**src/rtl/axis_packet_accumulator.sv**
```systemverilog
// Purpose : sums the byte-masked words of each tlast-delimited AXI-Stream packet into one wide result beat.
// Latency : result beat is valid the cycle after the terminating input beat.
// Backpr. : input tready drops while a result is held; the result holds stable until m03_axis_tready.
//
// Ports:
//   s03_axis_aclk / s03_axis_aresetn : clock (rising edge), asynchronous active-low reset
//   s03_axis_t*                      : input word stream (tdata/tstrb/tvalid/tlast, tready out)
//   m03_axis_t*                      : one-beat result stream (sum, all-ones strobe, tlast == tvalid)
//   beat_count                       : beats in the reported packet
//   pkt_err                          : reported packet was cut at MAX_BEATS without tlast
//
// Build option: define ACC_SATURATE_EN to clamp the sum at all-ones instead of wrapping.
module axis_packet_accumulator #(
    parameter int DATA_WIDTH = 32,
    parameter int ACC_WIDTH  = 40,
    parameter int MAX_BEATS  = 256,
    parameter int CNT_WIDTH  = 9
) (
    input  logic                    s03_axis_aclk,
    input  logic                    s03_axis_aresetn,
    input  logic [DATA_WIDTH-1:0]   s03_axis_tdata,
    input  logic [DATA_WIDTH/8-1:0] s03_axis_tstrb,
    input  logic                    s03_axis_tvalid,
    input  logic                    s03_axis_tlast,
    output logic                    s03_axis_tready,
    output logic [ACC_WIDTH-1:0]    m03_axis_tdata,
    output logic [ACC_WIDTH/8-1:0]  m03_axis_tstrb,
    output logic                    m03_axis_tvalid,
    output logic                    m03_axis_tlast,
    input  logic                    m03_axis_tready,
    output logic [CNT_WIDTH-1:0]    beat_count,
    output logic                    pkt_err
);

    localparam int                   IN_BYTES = DATA_WIDTH / 8;
    localparam logic [CNT_WIDTH-1:0] MAX_CNT  = CNT_WIDTH'(MAX_BEATS);

    typedef enum logic {
        S_ACC = 1'b0,
        S_OUT = 1'b1
    } state_t;

    state_t                state_q, state_d;
    logic [ACC_WIDTH-1:0]  acc_q, acc_d;
    logic [CNT_WIDTH-1:0]  cnt_q, cnt_d;
    logic [ACC_WIDTH-1:0]  res_data_q, res_data_d;
    logic [CNT_WIDTH-1:0]  res_cnt_q, res_cnt_d;
    logic                  res_err_q, res_err_d;

    logic [DATA_WIDTH-1:0] masked_word;
    logic [ACC_WIDTH-1:0]  acc_sum;
    logic [CNT_WIDTH-1:0]  cnt_inc;
    logic                  beat_acc;
    logic                  pkt_end;

    // Bytes with a cleared strobe contribute zero.
    always_comb begin
        masked_word = '0;
        for (int i = 0; i < IN_BYTES; i++) begin
            if (s03_axis_tstrb[i]) begin
                masked_word[i*8 +: 8] = s03_axis_tdata[i*8 +: 8];
            end
        end
    end

`ifdef ACC_SATURATE_EN
    // One extra carry bit detects overflow; once at all-ones any further
    // non-negative addend carries out again, so the sum stays pinned.
    logic [ACC_WIDTH:0] sum_ext;
    always_comb begin
        sum_ext = {1'b0, acc_q} + (ACC_WIDTH+1)'(masked_word);
        acc_sum = sum_ext[ACC_WIDTH] ? '1 : sum_ext[ACC_WIDTH-1:0];
    end
`else
    always_comb begin
        acc_sum = acc_q + ACC_WIDTH'(masked_word);
    end
`endif

    assign cnt_inc = cnt_q + CNT_WIDTH'(1'b1);

    // Gated by reset so the upstream never sees ready while we are held in reset.
    assign s03_axis_tready = s03_axis_aresetn && (state_q == S_ACC);
    assign beat_acc        = s03_axis_tvalid && s03_axis_tready;
    // Overlong packets are cut here; their remaining beats start a fresh packet.
    assign pkt_end         = s03_axis_tlast || (cnt_inc == MAX_CNT);

    always_comb begin
        state_d    = state_q;
        acc_d      = acc_q;
        cnt_d      = cnt_q;
        res_data_d = res_data_q;
        res_cnt_d  = res_cnt_q;
        res_err_d  = res_err_q;

        case (state_q)
            S_ACC: begin
                if (beat_acc) begin
                    if (pkt_end) begin
                        res_data_d = acc_sum;
                        res_cnt_d  = cnt_inc;
                        res_err_d  = !s03_axis_tlast;
                        acc_d      = '0;
                        cnt_d      = '0;
                        state_d    = S_OUT;
                    end else begin
                        acc_d = acc_sum;
                        cnt_d = cnt_inc;
                    end
                end
            end
            S_OUT: begin
                // Result registers are left untouched so they stay stable
                // for the whole stall; only the valid (state) drops.
                if (m03_axis_tready) begin
                    state_d = S_ACC;
                end
            end
            default: begin
                state_d = S_ACC;
            end
        endcase
    end

    always_ff @(posedge s03_axis_aclk or negedge s03_axis_aresetn) begin
        if (!s03_axis_aresetn) begin
            state_q    <= S_ACC;
            acc_q      <= '0;
            cnt_q      <= '0;
            res_data_q <= '0;
            res_cnt_q  <= '0;
            res_err_q  <= 1'b0;
        end else begin
            state_q    <= state_d;
            acc_q      <= acc_d;
            cnt_q      <= cnt_d;
            res_data_q <= res_data_d;
            res_cnt_q  <= res_cnt_d;
            res_err_q  <= res_err_d;
        end
    end

    assign m03_axis_tvalid = (state_q == S_OUT);
    assign m03_axis_tlast  = (state_q == S_OUT);
    assign m03_axis_tstrb  = (state_q == S_OUT) ? '1 : '0;
    assign m03_axis_tdata  = res_data_q;
    assign beat_count      = res_cnt_q;
    assign pkt_err         = res_err_q;

endmodule
```
**config.mk**
```make
export PLATFORM = sky130hd
export DESIGN_NAME = axis_packet_accumulator
export DESIGN_NICKNAME = d
export VERILOG_FILES = /design/src/rtl/axis_packet_accumulator.sv
export SDC_FILE = /design/constraint.sdc
export NUM_CORES = 1
export LEC_CHECK = 0
export CAP_MARGIN = 5
export CORE_MARGIN = 4
export CORE_UTILIZATION = 55
export CTS_CLUSTER_SIZE = 10
export DETAILED_ROUTE_END_ITERATION = 8
export HOLD_SLACK_MARGIN = 0.08
export PLACE_DENSITY = 0.9
export RECOVER_POWER = 25
export SLEW_MARGIN = 40
export SYNTH_ARGS = -nofsm -noshare
export SYNTH_HDL_FRONTEND = slang
export SYNTH_SLANG_ARGS = --single-unit
export TNS_END_PERCENT = 50
```
**constraint.sdc**
```tcl
create_clock -name s03_axis_aclk -period 5.75 [get_ports s03_axis_aclk]
set_clock_uncertainty 0.15 [all_clocks]
set_input_delay 0.575 -clock s03_axis_aclk [delete_from_list [all_inputs] [get_ports s03_axis_aclk]]
set_output_delay 0.575 -clock s03_axis_aclk [all_outputs]
set_load 0.03 [all_outputs]
```
==> results of run 1 <==
[final timing paths]
path	startpoint	end	slack, ns	cells past startpoint
max	s03_axis_tstrb[0]	m03_axis_tdata[28]	1.78	12
min	beat_count[8]	beat_count[8]	0.33	2
max reg2reg	cnt_q[0]	m03_axis_tdata[34]	1.91	10
min reg2reg	beat_count[8]	beat_count[8]	0.33	2
max in group asynchronous	s03_axis_aresetn	m03_axis_tdata[23]	3.92	3
min in group asynchronous	s03_axis_aresetn	m03_axis_tlast	0.54	2
[report_power, final]
group          switching, W  internal (W)  total, W
Combinational      0.000638      0.000437   0.00108
Clock              0.000284      0.000297  0.000581
Sequential         0.000113      0.000864  0.000976
Total               0.00104       0.00160   0.00263
[placed cells by master, fill, tap and decap left out, drive strengths merged, types with 13 or more instances in the layout]
cell / count
nand2: 121
xnor2: 22
and2: 35
dfrtp: 100
a22o: 15
a21oi: 42
nand3: 19
clkdlybuf4s50: 97
ha: 33
o21ai: 61
a21o: 17
inv: 13
nor2: 30
[registers in the layout, indices dropped and copies added (netlist names)]
signal,flops
m03_axis_tdata,40
cnt_q,9
beat_count,9
m03_axis_tlast,1
pkt_err,1
acc_q,40
[per-layer routing]
| layer | vias to the layer above | global-route usage | part of all wire |
|---|---|---|---|
| met5 | - | 0 | 0 |
| li1 | 2650 | - | - |
| met4 | 0 | 0.0736 | 0.018 |
| met1 | 2723 | 0.333 | 0.42 |
| met2 | 270 | 0.413 | 0.49 |
| met3 | 35 | 0.0402 | 0.067 |
[kinds of logic after synthesis]
kind of cell | share of synthesized area
buffers and inverters | 0.0371
muxes | 0.0200
DFF | 0.404
adders and majority gates | 0.0698
and+or+nand+nor | 0.204
AOI/OAI and AO/OA | 0.217
xor gates and xnor gates | 0.0480
[cell type report]
class                           instances  area (um2)  area share
Clock inverter                          7        50.0     0.00668
Clock buffer                            9         225      0.0301
Timing Repair Buffer                  104        1030       0.137
Tap cell                              140         175      0.0234
Sequential cell                       100        2500       0.334
Multi-Input combinational cell        544        3470       0.463
Inverter                               10        37.5     0.00501
[worst max-delay path, stage by stage]
cell and delay (ns):
clkdlybuf4s50_1 0.51, and2_1 0.21, ha_1 0.20, fa_1 0.41, a21o_1 0.21, a221oi_4 0.36
o211ai_2 0.17, a2111o_1 0.54, a41oi_2 0.30, o21bai_1 0.12, xor2_1 0.17, mux2_4 0.26
[cells in the mapped netlist, types with 7 or more instances]
cell,instances,area share
a21o_1,17,0.021
a21oi_1,42,0.034
a22o_1,15,0.021
a31oi_1,11,0.011
and2_1,35,0.035
and3_1,9,0.0091
clkbuf_1,30,0.018
dfrtp_1,100,0.40
ha_1,33,0.067
inv_1,10,0.0061
mux2_2,7,0.013
nand2_1,121,0.073
nand3_1,19,0.015
nor2_1,30,0.018
nor3_1,10,0.0081
nor4_1,7,0.0071
o21ai_0,61,0.049
o31ai_1,12,0.015
xnor2_1,22,0.031
xor2_1,12,0.017
[timing repair]
action	in CTS	in global routing
setup endpoints to repair	0	0
hold buffers	1	0
hold endpoints to repair	28	0
[stage by stage]
stage | utilization | total power, W
2_1_floorplan | - | 0.00165
3_3_place_gp | 0.658 | 0.00201
3_5_place_dp | 0.659 | 0.00205
4_1_cts | 0.685 | 0.00263
5_1_grt | 0.685 | 0.00277
6_report | 0.685 | 0.00263
==> results.md, run 1 <==
- Synthesized area: 6200 um2
- Initial DRC Count: 441
- Final setup violation count: 0
- Commonest register cell after synthesis: dfrtp_1
- DR WL/cell: 17.3 um
- Critical Path AT: 4.05 ns
- Slew Viols, Final: 0
- Synthesized instance count: 698
- Period minus WS final: 3.97 ns
- Syn avg cell area: 8.88 um2
- Count of cell types in the netlist: 61
- Clk pin slew, worst setup/hold paths: 0.07 ns
- Setup_tns: 0 ns
- Vias in the first global route: 5,582
- Syn_nets: 773
- Total of max-cap violations: 0
- Worst-Margin Slew: 0.776 ns
- Flops & latches, synth: 100
- Number of CTS-inserted buffers: 9
- Yosys warns: 0
- Pre-CTS setup slack: 1.50 ns
- Min-Delay Path Class: flop to flop
- CP Data Required Time: 5.83 ns
- Core box area: 10,900 um2
- GPL Wtd Cong: 0.888
- Hold Worst Slack: 0.329 ns
- PD cells: 352 nW/um2
- Final std cells w/o fill: 914
- Boundary Pins: 99
- Number of synthesized flops with an enable pin: 0
- Residual DRC count: 0
- Headroom to the max-slew limit: 0.481
- Layout area overhead: 20.9%
- HPWL after DPL: 11.3 mm
- Outcome: finished, final reports clean
- Resize count post-CTS: 0
- Die H: 114 um
- VDD IR max: 0.000212 V
- Starting Density: 0.567
- Vias per inst: 6.21
- Total grt overflow: 0
- NumNets Final: 844
- Setup bufs post-CTS: 0
- H-tree depth: 3
- Asr flop ratio synth: 1.00
- CP endpoint kind: flop
- Pre-Repair DR Iteration Count: 5
- Share of cells above drive strength 1: 0.0517
- Clock sinks: 100
- CTS Root Cell: clkbuf_16
- Clk buf depth: 2
- Largest net degree at the start of global routing: 73
- TritonCTS clock tree: built
- # diodes: 0
- IO Port Bufs: 98
- RSZ-0062 raised after global routing: false
- DP Area: 7210 um2
- First-pass GRT wire length: 26.6 mm
- Pleak: 3.38 nW
- Die W: 114 um
- Final WS setup: 1.78 ns
- Sequential area share after synthesis: 0.404
- CP Class: primary input to flop
- Placed Instances: 897
- Final worst path period share: 0.690
- Antenna viol nets, final: 0
- Worst skew pair latency: 0.36 ns
- Antenna violations before repair: 0
- Gr usage total: 0.247
- Filler instances: 840
- Via Count: 5,678
- CP Launch Type: primary input
- Row count: 38
- Final Cell Area: 7490 um2
- Hold Violations, Final: 0
- Die area: 13,000 um2
- Fmax: 0.252 GHz
- Crit-path max FO: 8
- Total wire length: 15.9 mm
No activity file was read; power rests on OpenSTA's default activity.
==> run 2, diff against run 1 <==
==> constraint.sdc (replaced) <==
create_clock -name s03_axis_aclk -period 4.1 [get_ports s03_axis_aclk]
set_clock_uncertainty 0.15 [all_clocks]
set_input_delay 0.41 -clock s03_axis_aclk [delete_from_list [all_inputs] [get_ports s03_axis_aclk]]
set_output_delay 0.41 -clock s03_axis_aclk [all_outputs]
set_load 0.03 [all_outputs]
==> run 2 against run 1 <==
Against the previous run:
- the run now ends with capacitance limit, slew limit left
- cell count increased by 0.66%
- register-to-register slack got worse by 1.2 ns
- die area unchanged
- total power increased by 43%
- routed wire length increased by 2.0%
- critical path depth unchanged
- worst hold slack improved by 0.0054 ns
- via count decreased by 1.2%
- flip-flop and latch count unchanged
- global-route usage increased by 0.71 points
- utilization increased by 0.57 points
==> results.md, run 2 (synthesis gave the netlist of run 1 again) <==
- Die W: 114 um (unchanged)
- Critical Path Sink: m03_axis_tdata[28] (unchanged)
- Outcome: complete, but fails checks (was finished, final reports clean)
- Die H: 114 um (unchanged)
- CTS Root Cell: clkbuf_16 (unchanged)
- Final Cell Area: 7550 um2 (was 7490 um2)
- Period minus WS final: 3.70 ns
- Worst setup path startpoint: s03_axis_tstrb[0] (unchanged)
- Placed Instances: 903 (was 897)
- Clk buf depth: 2 (unchanged)
- Via Count: 5,610 (was 5,678)
- Reg2Reg Depth: 10 (unchanged)
- Setup_tns: 0 ns (unchanged)
- FF-to-FF End: m03_axis_tdata[28] (was m03_axis_tdata[34])
- Total of max-cap violations: 1 (was 0)
- CP Data Required Time: 4.19 ns (was 5.83 ns)
- CP endpoint kind: flop (unchanged)
- IO Port Bufs: 98 (unchanged)
- Slew Viols, Final: 71 (was 0)
- TritonCTS clock tree: built (unchanged)
- Worst-Margin Slew: 1.79 ns (was 0.776 ns)
- Final worst path period share: 0.903
- Core Util, Final: 0.691 (was 0.685)
- Antenna viol nets, final: 0 (unchanged)
- Antenna violations before repair: 0 (unchanged)
- GPL Wtd Cong: 0.938 (was 0.888)
- Worst skew pair latency: 0.36 ns (about the same)
- FF-to-FF Start: acc_q[0] (was cnt_q[0])
- DR WL/cell: 17.6 um (was 17.3 um)
- Critical Path AT: 3.79 ns (was 4.05 ns)
- Largest net degree at the start of global routing: 71 (was 73)
- H-tree depth: 3 (unchanged)
- Register-to-register setup slack: 0.75 ns (was 1.91 ns)
- # diodes: 0 (unchanged)
- NumNets Final: 850 (was 844)
- Residual DRC count: 0 (unchanged)
- First-pass GRT wire length: 27.1 mm (was 26.6 mm)
- Clk pin slew, worst setup/hold paths: 0.07 ns (about the same)
- PD cells: 499 nW/um2 (was 352 nW/um2)
- Die area: 13,000 um2 (unchanged)
- Commonest non-fill, non-tap cell in the layout: nand2_1 (unchanged)
- Crit-path max FO: 8 (unchanged)
- Min-Delay Path Class: flop to flop (unchanged)
- Layout area overhead: 21.9% (was 20.9%)
- Starting Density: 0.567 (unchanged)
- Failing checks: capacitance limit, slew limit
- Final setup violation count: 0 (unchanged)
- RSZ-0062 raised after global routing: false (unchanged)
- Number of CTS-inserted buffers: 9 (unchanged)
- Share of cells above drive strength 1: 0.0564 (was 0.0517)
- Initial DRC Count: 350 (was 441)
- Headroom to the max-slew limit: -0.194 (was 0.481)
- Setup bufs post-CTS: 0 (unchanged)
- Core box area: 10,900 um2 (unchanged)
- Gr usage total: 0.254 (was 0.247)
- Row count: 38 (unchanged)
- HPWL after DPL: 11.6 mm (was 11.3 mm)
- Boundary Pins: 99 (unchanged)
- Total grt overflow: 0 (unchanged)
- Most frequent cells in the layout: 120 x nand2_1, 100 x dfrtp_1, 97 x clkdlybuf4s50_1 (unchanged)
- Vias per inst: 6.10 (was 6.21)
- CP Class: primary input to flop (unchanged)
- Fmax: 0.270 GHz
- Final std cells w/o fill: 920 (was 914)
- Total wire length: 16.2 mm (was 15.9 mm)
- Vias in the first global route: 5,727 (was 5,582)
- VDD IR max: 0.000303 V (was 0.000212 V)
- Pre-Repair DR Iteration Count: 5 (unchanged)
- CP Launch Type: primary input (unchanged)
- Pleak: 3.41 nW (was 3.38 nW)
- Hold Violations, Final: 0 (unchanged)
- Clock sinks: 100 (unchanged)
- DP Area: 7250 um2 (was 7210 um2)
==> run 2: stage by stage <==
stage	total power, W	setup slack (ns)	hold slack (ns)
global placement	0.00282	0.163	0.218
global route	0.00396	0.212	0.355
floorplan	0.00231	0.803	-0.0356
detailed placement	0.00288	0.0501	0.231
CTS	0.00376	0.398	0.337
finish	0.00377	0.399	0.335
==> run 2: worst min-delay path by stage <==
stage | from | to | slack (ns) | cells past startpoint
2_1_floorplan | s03_axis_aresetn | acc_q[0] | -0.04 | 0
5_1_grt | beat_count[8] | beat_count[8] | 0.35 | 2
3_3_place_gp | s03_axis_aresetn | beat_count[6] | 0.22 | 1
6_report | m03_axis_tdata[0] | m03_axis_tdata[0] | 0.33 | 2
3_5_place_dp | s03_axis_aresetn | beat_count[7] | 0.23 | 1
4_1_cts | m03_axis_tdata[0] | m03_axis_tdata[0] | 0.34 | 2
==> run 2: routing by layer <==
metal,up-vias,GRT usage,share of wire
li1,2661,-,-
met1,2708,0.329,0.43
met2,206,0.425,0.49
met3,35,0.0476,0.059
met4,0,0.0958,0.021
met5,-,0,0
==> run 2: repair_timing <==
action | in CTS | in global routing
hold endpoints to repair | 30 | 0
hold buffers | 1 | 0
resized for setup | 0 | 0
==> run 2: area by class of cell <==
class	instances	area, um2
sequential	100	2500
fill	861	3380
inverter	10	37.5
timing repair buffer	110	1070
clock inverter	6	72.6
multi-input combinational	544	3470
tap	140	175
clock buffer	10	229
==> run 2: critical path, stage by stage <==
cell and delay, ns:
clkdlybuf4s50_1 0.51, and2_1 0.21, ha_1 0.21, fa_1 0.41, a21o_1 0.21, a221oi_4 0.30, o211ai_2 0.16, a2111o_1 0.52
a41oi_2 0.27, o21bai_1 0.12, xor2_1 0.17, mux2_4 0.27
==> run 2: power by group <==
group          switching [W]  leakage (nW)  internal [W]
clock network       0.000406         0.144      0.000481
logic               0.000893          1.94      0.000617
registers           0.000159          1.32       0.00121
